File: config.mk
export PLATFORM = sky130hd
export DESIGN_NAME = otter_fetch_queue
export DESIGN_NICKNAME = d
export VERILOG_FILES = /design/src/rtl/otter_fetch_pkg.sv /design/src/rtl/otter_fetch_fifo.sv /design/src/rtl/otter_fetch_queue.sv
export SDC_FILE = /design/constraint.sdc
export NUM_CORES = 1
export LEC_CHECK = 0
export BUFFER_PORTS_ARGS = -buffer_cell sky130_fd_sc_hd__buf_2
export CAP_MARGIN = 40
export CORE_UTILIZATION = 45
export CTS_BUF_LIST = sky130_fd_sc_hd__clkbuf_4 sky130_fd_sc_hd__clkbuf_8 sky130_fd_sc_hd__clkbuf_16
export DETAILED_ROUTE_END_ITERATION = 8
export GPL_TIMING_DRIVEN = 0
export PLACE_DENSITY = 0.67
export SKIP_LAST_GASP = 1
export SYNTH_ARGS = -nofsm -noshare
export SYNTH_HDL_FRONTEND = slang
export SYNTH_SLANG_ARGS = --single-unit
File: constraint.sdc
create_clock -name CLK -period 3 [get_ports CLK]
set_input_delay 0.45 -clock CLK [delete_from_list [all_inputs] [get_ports CLK]]
set_output_delay 0.45 -clock CLK [all_outputs]
set_load 0.01 [all_outputs]
File: src/rtl/otter_fetch_pkg.sv
// -----------------------------------------------------------------------------
// otter_fetch_pkg
// Shared types and constants for the OTTER instruction-fetch front end.
//   fetch_entry_t    : one prefetched instruction together with its PC
//   OTTER_NOP        : ADDI x0,x0,0; decode substitutes this when de_valid=0
//   DEFAULT_RESET_PC : default fetch PC after reset
// Optional build macro used by the fetch queue: OTTER_FETCH_PERF_EN
// -----------------------------------------------------------------------------
package otter_fetch_pkg;

    typedef struct packed {
        logic [31:0] pc;
        logic [31:0] ir;
    } fetch_entry_t;

    localparam logic [31:0] OTTER_NOP        = 32'h0000_0013;
    localparam logic [31:0] DEFAULT_RESET_PC = 32'h0000_0000;

endpackage

File: src/rtl/otter_fetch_fifo.sv
// -----------------------------------------------------------------------------
// otter_fetch_fifo
// Synchronous prefetch FIFO of fetch_entry_t. DEPTH must be a power of two so
// the pointers wrap for free. Flush empties the FIFO and has priority over
// push and pop; RESET additionally clears the storage.
// Ports:
//   CLK, RESET      : clock, synchronous active-high reset
//   flush           : drop all entries, pointers back to 0
//   push, push_data : write one entry at wr_ptr
//   pop             : retire the head entry
//   head            : entry at rd_ptr
//   count           : number of stored entries, 0..DEPTH
//   full, empty     : count==DEPTH, count==0
// -----------------------------------------------------------------------------
module otter_fetch_fifo
    import otter_fetch_pkg::*;
#(
    parameter int DEPTH = 4
) (
    input  logic                   CLK,
    input  logic                   RESET,
    input  logic                   flush,
    input  logic                   push,
    input  fetch_entry_t           push_data,
    input  logic                   pop,
    output fetch_entry_t           head,
    output logic [$clog2(DEPTH):0] count,
    output logic                   full,
    output logic                   empty
);

    localparam int AW = $clog2(DEPTH);
    localparam int CW = AW + 1;

    fetch_entry_t  r_mem [DEPTH];
    logic [AW-1:0] r_rd_ptr;
    logic [AW-1:0] r_wr_ptr;
    logic [CW-1:0] r_count;

    always_ff @(posedge CLK) begin
        if (RESET) begin
            r_rd_ptr <= '0;
            r_wr_ptr <= '0;
            r_count  <= '0;
            for (int i = 0; i < DEPTH; i++) begin
                r_mem[i] <= '0;
            end
        end else if (flush) begin
            r_rd_ptr <= '0;
            r_wr_ptr <= '0;
            r_count  <= '0;
        end else begin
            if (push) begin
                r_mem[r_wr_ptr] <= push_data;
                r_wr_ptr        <= r_wr_ptr + AW'(1);
            end
            if (pop) begin
                r_rd_ptr <= r_rd_ptr + AW'(1);
            end
            case ({push, pop})
                2'b10:   r_count <= r_count + CW'(1);
                2'b01:   r_count <= r_count - CW'(1);
                default: r_count <= r_count;
            endcase
        end
    end

    assign head  = r_mem[r_rd_ptr];
    assign count = r_count;
    assign full  = (r_count == CW'(DEPTH));
    assign empty = (r_count == '0);

endmodule

File: src/rtl/otter_fetch_queue.sv
// -----------------------------------------------------------------------------
// otter_fetch_queue
// Fetch front end for the pipelined OTTER. Owns the fetch PC, issues reads to
// instruction-memory port 1 (one-cycle synchronous read), buffers returned
// words with their PCs in a prefetch FIFO and hands them to decode over a
// valid/ready handshake. A redirect flushes all queued and in-flight fetches.
// Ports:
//   CLK, RESET            : clock, synchronous active-high reset
//   imem_rd, imem_addr    : read strobe and address to memory port 1
//   imem_data             : word returned the cycle after imem_rd
//   redirect, redirect_pc : one-cycle flush/restart request and target PC
//   de_valid, de_ready    : handshake to decode
//   de_pc, de_ir          : PC and instruction of the head entry
//   perf_fetched/flushed/starve : event counters, present only when the
//                           OTTER_FETCH_PERF_EN macro is defined
// -----------------------------------------------------------------------------
module otter_fetch_queue
    import otter_fetch_pkg::*;
#(
    parameter int          DEPTH    = 4,
    parameter logic [31:0] RESET_PC = DEFAULT_RESET_PC
) (
    input  logic        CLK,
    input  logic        RESET,
    output logic        imem_rd,
    output logic [31:0] imem_addr,
    input  logic [31:0] imem_data,
    input  logic        redirect,
    input  logic [31:0] redirect_pc,
    output logic        de_valid,
    input  logic        de_ready,
    output logic [31:0] de_pc,
`ifdef OTTER_FETCH_PERF_EN
    output logic [31:0] perf_fetched,
    output logic [31:0] perf_flushed,
    output logic [31:0] perf_starve,
`endif
    output logic [31:0] de_ir
);

    localparam int CW = $clog2(DEPTH) + 1;

    logic [31:0]   r_fetch_pc;
    logic          r_inflight_q;
    logic [31:0]   r_inflight_pc;

    logic [CW-1:0] w_count;
    logic [CW:0]   w_outstanding;
    logic          w_credit;
    logic          w_push;
    logic          w_pop;
    logic          w_full;
    logic          w_empty;
    fetch_entry_t  w_head;
    fetch_entry_t  w_push_data;
    logic          w_unused;

    // Target is word aligned; the low two bits of redirect_pc are ignored.
    assign w_unused = ^redirect_pc[1:0];

    // Credit: a read is only issued when its response is guaranteed a slot,
    // counting the one already in flight. This is what makes overflow
    // impossible without any back-pressure on the memory side.
    assign w_outstanding = (CW+1)'(w_count) + (CW+1)'(r_inflight_q);
    assign w_credit      = (w_outstanding < (CW+1)'(DEPTH));

    assign imem_rd   = !RESET && !redirect && w_credit;
    assign imem_addr = RESET ? RESET_PC : r_fetch_pc;

    assign w_push      = r_inflight_q && !redirect && !RESET;
    assign w_push_data = '{pc: r_inflight_pc, ir: imem_data};

    assign de_valid = !w_empty && !redirect && !RESET;
    assign w_pop    = de_valid && de_ready;
    assign de_pc    = RESET ? 32'h0 : w_head.pc;
    assign de_ir    = RESET ? 32'h0 : w_head.ir;

    always_ff @(posedge CLK) begin
        if (RESET) begin
            r_fetch_pc    <= RESET_PC;
            r_inflight_q  <= 1'b0;
            r_inflight_pc <= '0;
        end else if (redirect) begin
            r_fetch_pc    <= {redirect_pc[31:2], 2'b00};
            r_inflight_q  <= 1'b0;
        end else begin
            r_inflight_q <= imem_rd;
            if (imem_rd) begin
                r_fetch_pc    <= r_fetch_pc + 32'd4;
                r_inflight_pc <= r_fetch_pc;
            end
        end
    end

    otter_fetch_fifo #(
        .DEPTH (DEPTH)
    ) u_fifo (
        .CLK       (CLK),
        .RESET     (RESET),
        .flush     (redirect),
        .push      (w_push),
        .push_data (w_push_data),
        .pop       (w_pop),
        .head      (w_head),
        .count     (w_count),
        .full      (w_full),
        .empty     (w_empty)
    );

    always @(posedge CLK) begin
        if (!RESET) begin
            assert (!(w_push && w_full));
        end
    end

`ifdef OTTER_FETCH_PERF_EN
    logic [31:0] r_perf_fetched;
    logic [31:0] r_perf_flushed;
    logic [31:0] r_perf_starve;

    always_ff @(posedge CLK) begin
        if (RESET) begin
            r_perf_fetched <= '0;
            r_perf_flushed <= '0;
            r_perf_starve  <= '0;
        end else begin
            if (w_push) begin
                r_perf_fetched <= r_perf_fetched + 32'd1;
            end
            // Queued entries plus the response arriving this cycle are lost.
            if (redirect) begin
                r_perf_flushed <= r_perf_flushed + 32'(w_count) + 32'(r_inflight_q);
            end
            if (de_ready && !de_valid) begin
                r_perf_starve <= r_perf_starve + 32'd1;
            end
        end
    end

    assign perf_fetched = r_perf_fetched;
    assign perf_flushed = r_perf_flushed;
    assign perf_starve  = r_perf_starve;
`endif

endmodule

Word-level counts from Yosys, hierarchy flattened
Memory sizes are Yosys's and may differ from the RTL's. A register that Yosys moved wholly into a read port is not among the register bits.
Cells that the tools add are included.
{ "op_classes": {"n_addsub": 6, "order_cmp": 1, "eq_ne": 2, "muxes": 17, "bitwise_logic": 1, "reduce_logical": 16} }
{ "ops": {"columns": ["operator", "n"], "rows": [
  ["$mux W32", 5],
  ["$mux W64", 1],
  ["$reduce_or A64 Y1", 1],
  ["$add A32 B3 Y32 const B", 1],
  ["$logic_and A1 B1 Y1", 7],
  ["$mux W1", 7],
  ["$mux W2", 3],
  ["$pmux W3 S2", 1],
  ["$add A2 B1 Y2 const B", 2],
  ["$add A3 B1 Y4", 1],
  ["$lt A4 B3 Y1 const B", 1],
  ["$reduce_bool A2 Y1", 2],
  ["$add A3 B1 Y3 const B", 1],
  ["$logic_not A1 Y1", 3],
  ["$logic_not A3 Y1", 1],
  ["$sub A3 B1 Y3 const B", 1],
  ["$eq A2 B1 Y1 const B", 1],
  ["$eq A2 B2 Y1 const B", 1],
  ["$reduce_and A2 Y1", 1],
  ["$reduce_or A2 Y1", 1],
  ["$not A1 Y1", 1]
]} }
{ "word_totals": {"register_bits": 72, "mem_bits_rw": 256, "in_bits": 68, "output_inout_bits": 98, "word_cells": 51, "n_memories": 1} }
{ "memory_table": {"columns": ["name", "words", "width", "rd", "rd_ports_with_merged_regs", "write_ports", "line", "source"], "rows": [
  ["u_fifo.r_mem", 4, 64, 1, 1, 4, "otter_fetch_fifo.sv:35", "fetch_entry_t r_mem [DEPTH];"]
]} }

Logic depth before layout (Yosys ltp)
Gate-level depths: netlist of the first run.
{ "logic_depth": {"depth_word": 9, "ltp_mapped": 9} }

Modules after synthesis
From an unflattened synthesis of the first run, not the netlist that was laid out.
{ "hier_totals": {"hier_cells": 1226, "hier_area_um2": 14940.6} }
{ "by_module_without_submodules": {"columns": ["mod", "n_inst", "cells_each", "area_per_inst_um2", "seq_area_each_um2"], "rows": [
  ["otter_fetch_fifo", 1, 739, 11349.6, 7867.5],
  ["otter_fetch_queue", 1, 487, 3590.9, 1221.2]
]} }

Worst setup path before layout of the first run
OpenSTA, ideal clock, no wires.
{ "synth_path": {"path_kind": "in2reg", "from": "in RESET", "to": "mem u_fifo.r_mem[1][0] (netlist bit), enable pin", "setup_time_ps": 419, "arrival_ps": 2793, "t_required_ps": 2581, "path_slack_ps": -212, "stages": 6, "path_cell_list": "buf_2 nor2_1 nand2_1 nor2_1 clkbuf_1 a21o_1"} }
{ "synth_lines": {"columns": ["item", "line", "source"], "rows": [
  ["start, declared", "otter_fetch_queue.sv:24", "input logic RESET,"],
  ["end, declared", "otter_fetch_fifo.sv:35", null]
]} }

==> impl_metrics.ini, run 1 <==
[global_route]
grtUsageTotal = 0.228
grt_remaining_overflow = 0
grt_pass1_wl_mm = 57.1
grt_pass1_vias = 10100
grt_max_degree = 42
antenna_found_initial = 0

[power]
p_leak_uw = 0.00686
p_per_area_nw_per_um2 = 588
vdd_drop_max_uv = 316

[clock_network]
root_buffer = clkbuf_16
htree_levels = 2
cts_max_path_buffers = 3
clkTransAtPathRegs_ns = 0.06
cts_buffers = 35
cts_tree = built
insertion_delay_ns = 0.52
clock_sinks = 318
post_cts_resized = 10
cts_setup_buffers = 0
hold_buffers = 0

[place]
dp_hpwl_mm = 24.8
dp.cells = 1702
placement.io_buffers = 157
gp_congestion = 0.887

[worst_setup_path]
crit_family = buffers and inverters
crit_path_end_kind = primary output
cp-endpoint = de_pc[12]
r2r-start = u_fifo.r_wr_ptr[0]$_SDFFE_PP0P_
r2r.worst_path.cells = 4
critPathBufInv = 3
path_cells = clkbuf_1 > clkbuf_2 > mux4_2 > nor2b_1 > buf_2
path_class = register to primary output
slowest_delay_ns = 0.50
required_ns = 2.55
crit_slowest_cell = clkbuf_1
arrival_ns = 2.46
r2r_end = u_fifo.r_mem[1][15]$_SDFFCE_PN0P_
critPathMaxFanout = 10
cp-start-kind = register
r2r_slack_ns = 0.28
cp.depth = 5

[detailed_routing]
drt_iter0_markers = 827
routed_wirelength_mm = 37.5
vias = 9973
drc = 0
drt-vias-per-instance = 5.66
ant_nets = 0
wl_per_cell_um = 21.3
firstDrtPassIters = 5

[hold_path]
hp-class = input port to register

[yosys]
yosysSeqAreaShare = 0.611
synthTopCellsByArea = edfxtp_1 (51%), dfxtp_1 (9.7%), mux4_2 (9.6%)
synthFlopType = edfxtp_1
synthArstFlopShare = 0
synth-seq-cells = 318
synth_area_per_cell_um2 = 12.8
yosys_warnings = 0
syn-cell-area_um2 = 14500
ys_types = 48
synth_area_leader_cell = edfxtp_1
yosysMostFrequentCell = edfxtp_1
ys_top_cells_by_count = edfxtp_1 (248), and2_1 (133), and3_1 (131)
yosysTopAreaCellShare = 0.514
synthCells = 1133
synth_edf_count = 248

[flow_run]
drv_cap = 0

[die]
dieArea_um2 = 32900
rows = 65
core_area_um2 = 31600
num_io_pins = 166
start_util = 0.458
die_y_um = 181
die_x_um = 181

[timing]
finClkSkew_ns = 0.0175
hold_viol = 0
period_needed_ns = 2.91
rsz0062_at_grt = no
max-slew-margin-rel = 0.391
worst_slew_pin_slew_ns = 0.913
timing.fmax_mhz = 343
finalCritPeriodShare = 0.971
finalSetupViolations = 0
final_max_slew_viol_count = 0

[finish]
fin_nets = 1407
utilization = 0.542
fill_cells = 2717
diodes = 0
drive_above_1_share = 0.239
multi_input_area_um2 = 5240
register_area_um2 = 8850
syn2layout_area_growth_pct = 18.3
final_cells = 1763

[outcome]
status = complete, no violations
==> placed cells by master (no fill, tap or decap), types with 45 or more instances in the layout <==
cell type,Yosys,final
nor2b_1,90,90
dfxtp_1,70,69
clkbuf_1,73,67
and3_1,131,131
and2_1,133,133
a21oi_1,45,45
edfxtp_1,248,248
nand2_1,91,91
mux4_2,62,62
buf_2,13,170
==> metrics by stage <==
stage                     instance area, um^2  setup TNS (ns)  power [uW]  hold slack [ns]  setup WS [ns]
after floorplan                         14500               0        5410            0.445        0.00951
after global routing                    17100               0       10300            0.166         0.0133
after global placement                  15800         -360.11        5690            0.478          -1.84
after CTS                               17100               0       10100            0.147        0.00289
after detailed placement                15900          -51.33        5720            0.482         -0.571
final                                   17100               0       10100            0.164         0.0881
==> final cells by class <==
| class | instances | share of cell area |
|---|---|---|
| flip-flops and latches | 318 | 0.516 |
| multi-input cells | 715 | 0.306 |
| clock buffers | 55 | 0.0634 |
| repair buffers | 164 | 0.0529 |
| well taps | 402 | 0.0293 |
| plain buffers | 93 | 0.0237 |
| clock inverters | 7 | 0.00635 |
| inverters | 9 | 0.00197 |
==> flip-flops by register name (all words and copies together) (netlist names), named ones only <==
signal           flops
r_inflight_q         1
u_fifo.r_mem       248
u_fifo.count         3
r_fetch_pc          30
r_inflight_pc       30
u_fifo.r_wr_ptr      2
u_fifo.r_rd_ptr      2
==> worst min-delay path by stage <==
stage                                   startpoint                             end  slack [ns]  cells past startpoint
global route                       redirect_pc[23]     r_fetch_pc[23]$_SDFFE_PP0P_        0.17                      3
CTS                                redirect_pc[17]     r_fetch_pc[17]$_SDFFE_PP0P_        0.15                      3
floorplan              r_fetch_pc[31]$_SDFFE_PP0P_  r_inflight_pc[31]$_SDFFE_PP0P_        0.45                      2
finish                             redirect_pc[23]     r_fetch_pc[23]$_SDFFE_PP0P_        0.16                      3
detailed placement   r_inflight_pc[9]$_SDFFE_PP0P_   r_inflight_pc[9]$_SDFFE_PP0P_        0.48                      2
global placement    r_inflight_pc[13]$_SDFFE_PP0P_  r_inflight_pc[13]$_SDFFE_PP0P_        0.48                      2
==> cells by family (layout without fill, tap and decap cells) <==
| group | Yosys count | after routing | share of synthesized area |
|---|---|---|---|
| and+or+nand+nor | 536 | 536 | 0.211 |
| muxes | 65 | 65 | 0.0987 |
| xor gates and xnor gates | 12 | 12 | 0.00726 |
| adders and majority gates | 3 | 3 | 0.00311 |
| other | 1 | 4 | 0.000259 |
| DFF | 318 | 318 | 0.611 |
| buffers and inverters | 103 | 328 | 0.0296 |
| AOI/OAI and AO/OA | 95 | 95 | 0.0395 |
==> routing by layer <==
| metal | vias to the layer above | part of all wire | track usage | wire length [um] |
|---|---|---|---|---|
| met5 | - | 0 | 0 | 0 |
| met4 | 0 | 0.017 | 0.0573 | 635 |
| met3 | 50 | 0.064 | 0.0275 | 2410 |
| met2 | 400 | 0.50 | 0.390 | 18700 |
| met1 | 4949 | 0.42 | 0.310 | 15800 |
| li1 | 4574 | - | - | - |
==> tightest hold or removal path: stages <==
cell     delay, ns
buf_2         0.10
nand2_1       0.05
nand3_1       0.05
==> where the power goes <==
group          switching (uW)  total, uW  leakage, uW  internal [uW]
registers                93.9       5000      0.00314           4910
logic                     396        628      0.00312            232
clock network            1690       4440     0.000605           2750
total                    2180      10100      0.00686           7890
No activity file was read; power rests on OpenSTA's default activity.
==> run 2, diff against run 1 <==
--- a/config.mk
+++ b/config.mk
@@ -11,7 +11,7 @@
 export CTS_BUF_LIST = sky130_fd_sc_hd__clkbuf_4 sky130_fd_sc_hd__clkbuf_8 sky130_fd_sc_hd__clkbuf_16
 export DETAILED_ROUTE_END_ITERATION = 8
 export GPL_TIMING_DRIVEN = 0
-export PLACE_DENSITY = 0.67
+export PLACE_DENSITY = 0.68
 export SKIP_LAST_GASP = 1
 export SYNTH_ARGS = -nofsm -noshare
 export SYNTH_HDL_FRONTEND = slang
==> run 2 against run 1 <==
Hold slack worse by 0.016 ns. Critical path depth up 2. Power down 1.7%. Cell count up 0.11%. Critical path type unchanged. Critical endpoint is now imem_rd.
==> impl_metrics.ini, run 2 (synthesis gave the netlist of run 1 again) <==
[timing]
hold_viol = 0
setup_tns_ns = 0
finalCritPeriodShare = 0.966
max-slew-margin-rel = 0.477
final_max_slew_viol_count = 0
worst_slew_pin_slew_ns = 0.778
timing.fmax_mhz = 345
rsz0062_at_grt = yes
finClkSkew_ns = 0.0185
period_needed_ns = 2.90
finalSetupViolations = 0

[global_route]
grt_remaining_overflow = 0
grt.busiest_layer = met2
grt_pass1_vias = 9934
grtUsageTotal = 0.229
grt_util_met2 = 0.385
met3_usage = 0.0417
antenna_found_initial = 0
grt_max_degree = 44
grt_pass1_wl_mm = 57.2
gr-usage-met1 = 0.304

[finish]
final_cells = 1765
top_register = u_fifo.r_mem
diodes = 0
largestRegisters = u_fifo.r_mem: 248 flops, r_fetch_pc: 30 flops, r_inflight_pc: 30 flops
multi_input_area_um2 = 5240
utilization = 0.541
syn2layout_area_growth_pct = 18.1
layout_common_cells = edfxtp_1 (248), buf_2 (167), and2_1 (133)
finish.instance_area_um2 = 17100
register_area_um2 = 8850
fill_cells = 2656
drive_above_1_share = 0.236
final_common_cell = edfxtp_1
largest_reg_flops = 248
fin_nets = 1408

[detailed_routing]
routed_wirelength_mm = 37.5
vias = 9947
ant_nets = 0
drt-vias-per-instance = 5.64
drt_iter0_markers = 899
firstDrtPassIters = 5
wl_per_cell_um = 21.3
drc = 0

[die]
die_y_um = 181
num_io_pins = 166
core_area_um2 = 31600
dieArea_um2 = 32900
start_util = 0.458
die_x_um = 181
rows = 65

[clock_network]
cts_setup_buffers = 0
insertion_delay_ns = 0.52
clkTransAtPathRegs_ns = 0.06
htree_levels = 2
cts_max_path_buffers = 3
clock_sinks = 318
cts_buffers = 35
cts_tree = built
root_buffer = clkbuf_16
hold_buffers = 0

[place]
dpl_cell_area_um2 = 15900
dp_hpwl_mm = 24.6
placement.io_buffers = 157
gp_congestion = 0.928
dp.cells = 1703

[worst_setup_path]
crit_slowest_cell = dfxtp_1
critPathMaxFanout = 10
path_cells = and3_1 > or3_1 > buf_2 > inv_2 > buf_4 > buf_2 > buf_2
arrival_ns = 2.45
crit_path_end_kind = primary output
path_class = register to primary output
cp-start-kind = register
slowest_delay_ns = 0.36
required_ns = 2.55
cpMostUsedCell = buf_2

[flow_run]
drv_cap = 0

[power]
p_leak_uw = 0.00684
vdd_drop_max_uv = 339
p_per_area_nw_per_um2 = 578

[outcome]
status = complete, no violations

[hold_path]
hp-class = input port to register
## run 2: timing repair
item                       CTS  global route
resized for setup            9             4
pin swaps                    0             0
setup endpoints to repair   60            64
## run 2: power breakdown
part	switching [uW]	internal, uW
logic	397	233
clock network	1710	2550
registers	93.9	4910
## run 2: through the flow
stage | setup slack, ns | hold slack, ns | power [uW]
6_report | 0.102 | 0.149 | 9890
5_1_grt | -0.00827 | 0.141 | 10200
4_1_cts | 0.00165 | 0.132 | 9930
3_5_place_dp | -0.481 | 0.482 | 5720
3_3_place_gp | -1.86 | 0.476 | 5690
2_1_floorplan | 0.00951 | 0.445 | 5410
## run 2: critical path, delay by kind of cell, from the launching register on
family / cells / cell delay [ns]
flops: 1 / 0.36
simple gates: 2 / 0.60
buf+inv: 5 / 0.96
## run 2: final cells by class
class	count	area share
Clock inverter	14	0.00746
Buffer	93	0.0242
Clock buffer	49	0.0595
Tap cell	402	0.0294
Inverter	9	0.00197
Multi-Input combinational cell	715	0.307
Sequential cell	318	0.517
Timing Repair Buffer	165	0.0536
## run 2: path summary, 6_finish.rpt
kind,start,end,slack [ns],cells after the start
worst max-delay path,r_inflight_q$_SDFF_PP0_,imem_rd,0.10,7
worst min-delay path,redirect_pc[17],r_fetch_pc[17]$_SDFFE_PP0P_,0.15,3
worst max register to register,u_fifo.r_wr_ptr[0]$_SDFFE_PP0P_,u_fifo.r_mem[1][26]$_SDFFCE_PN0P_,0.35,4
worst min register to register,r_inflight_pc[25]$_SDFFE_PP0P_,r_inflight_pc[25]$_SDFFE_PP0P_,0.49,2
## run 2: per-layer routing
layer	part of all wire	vias up
li1	-	4580
met1	0.42	4868
met2	0.49	431
met3	0.075	68
met4	0.023	0
met5	0	-
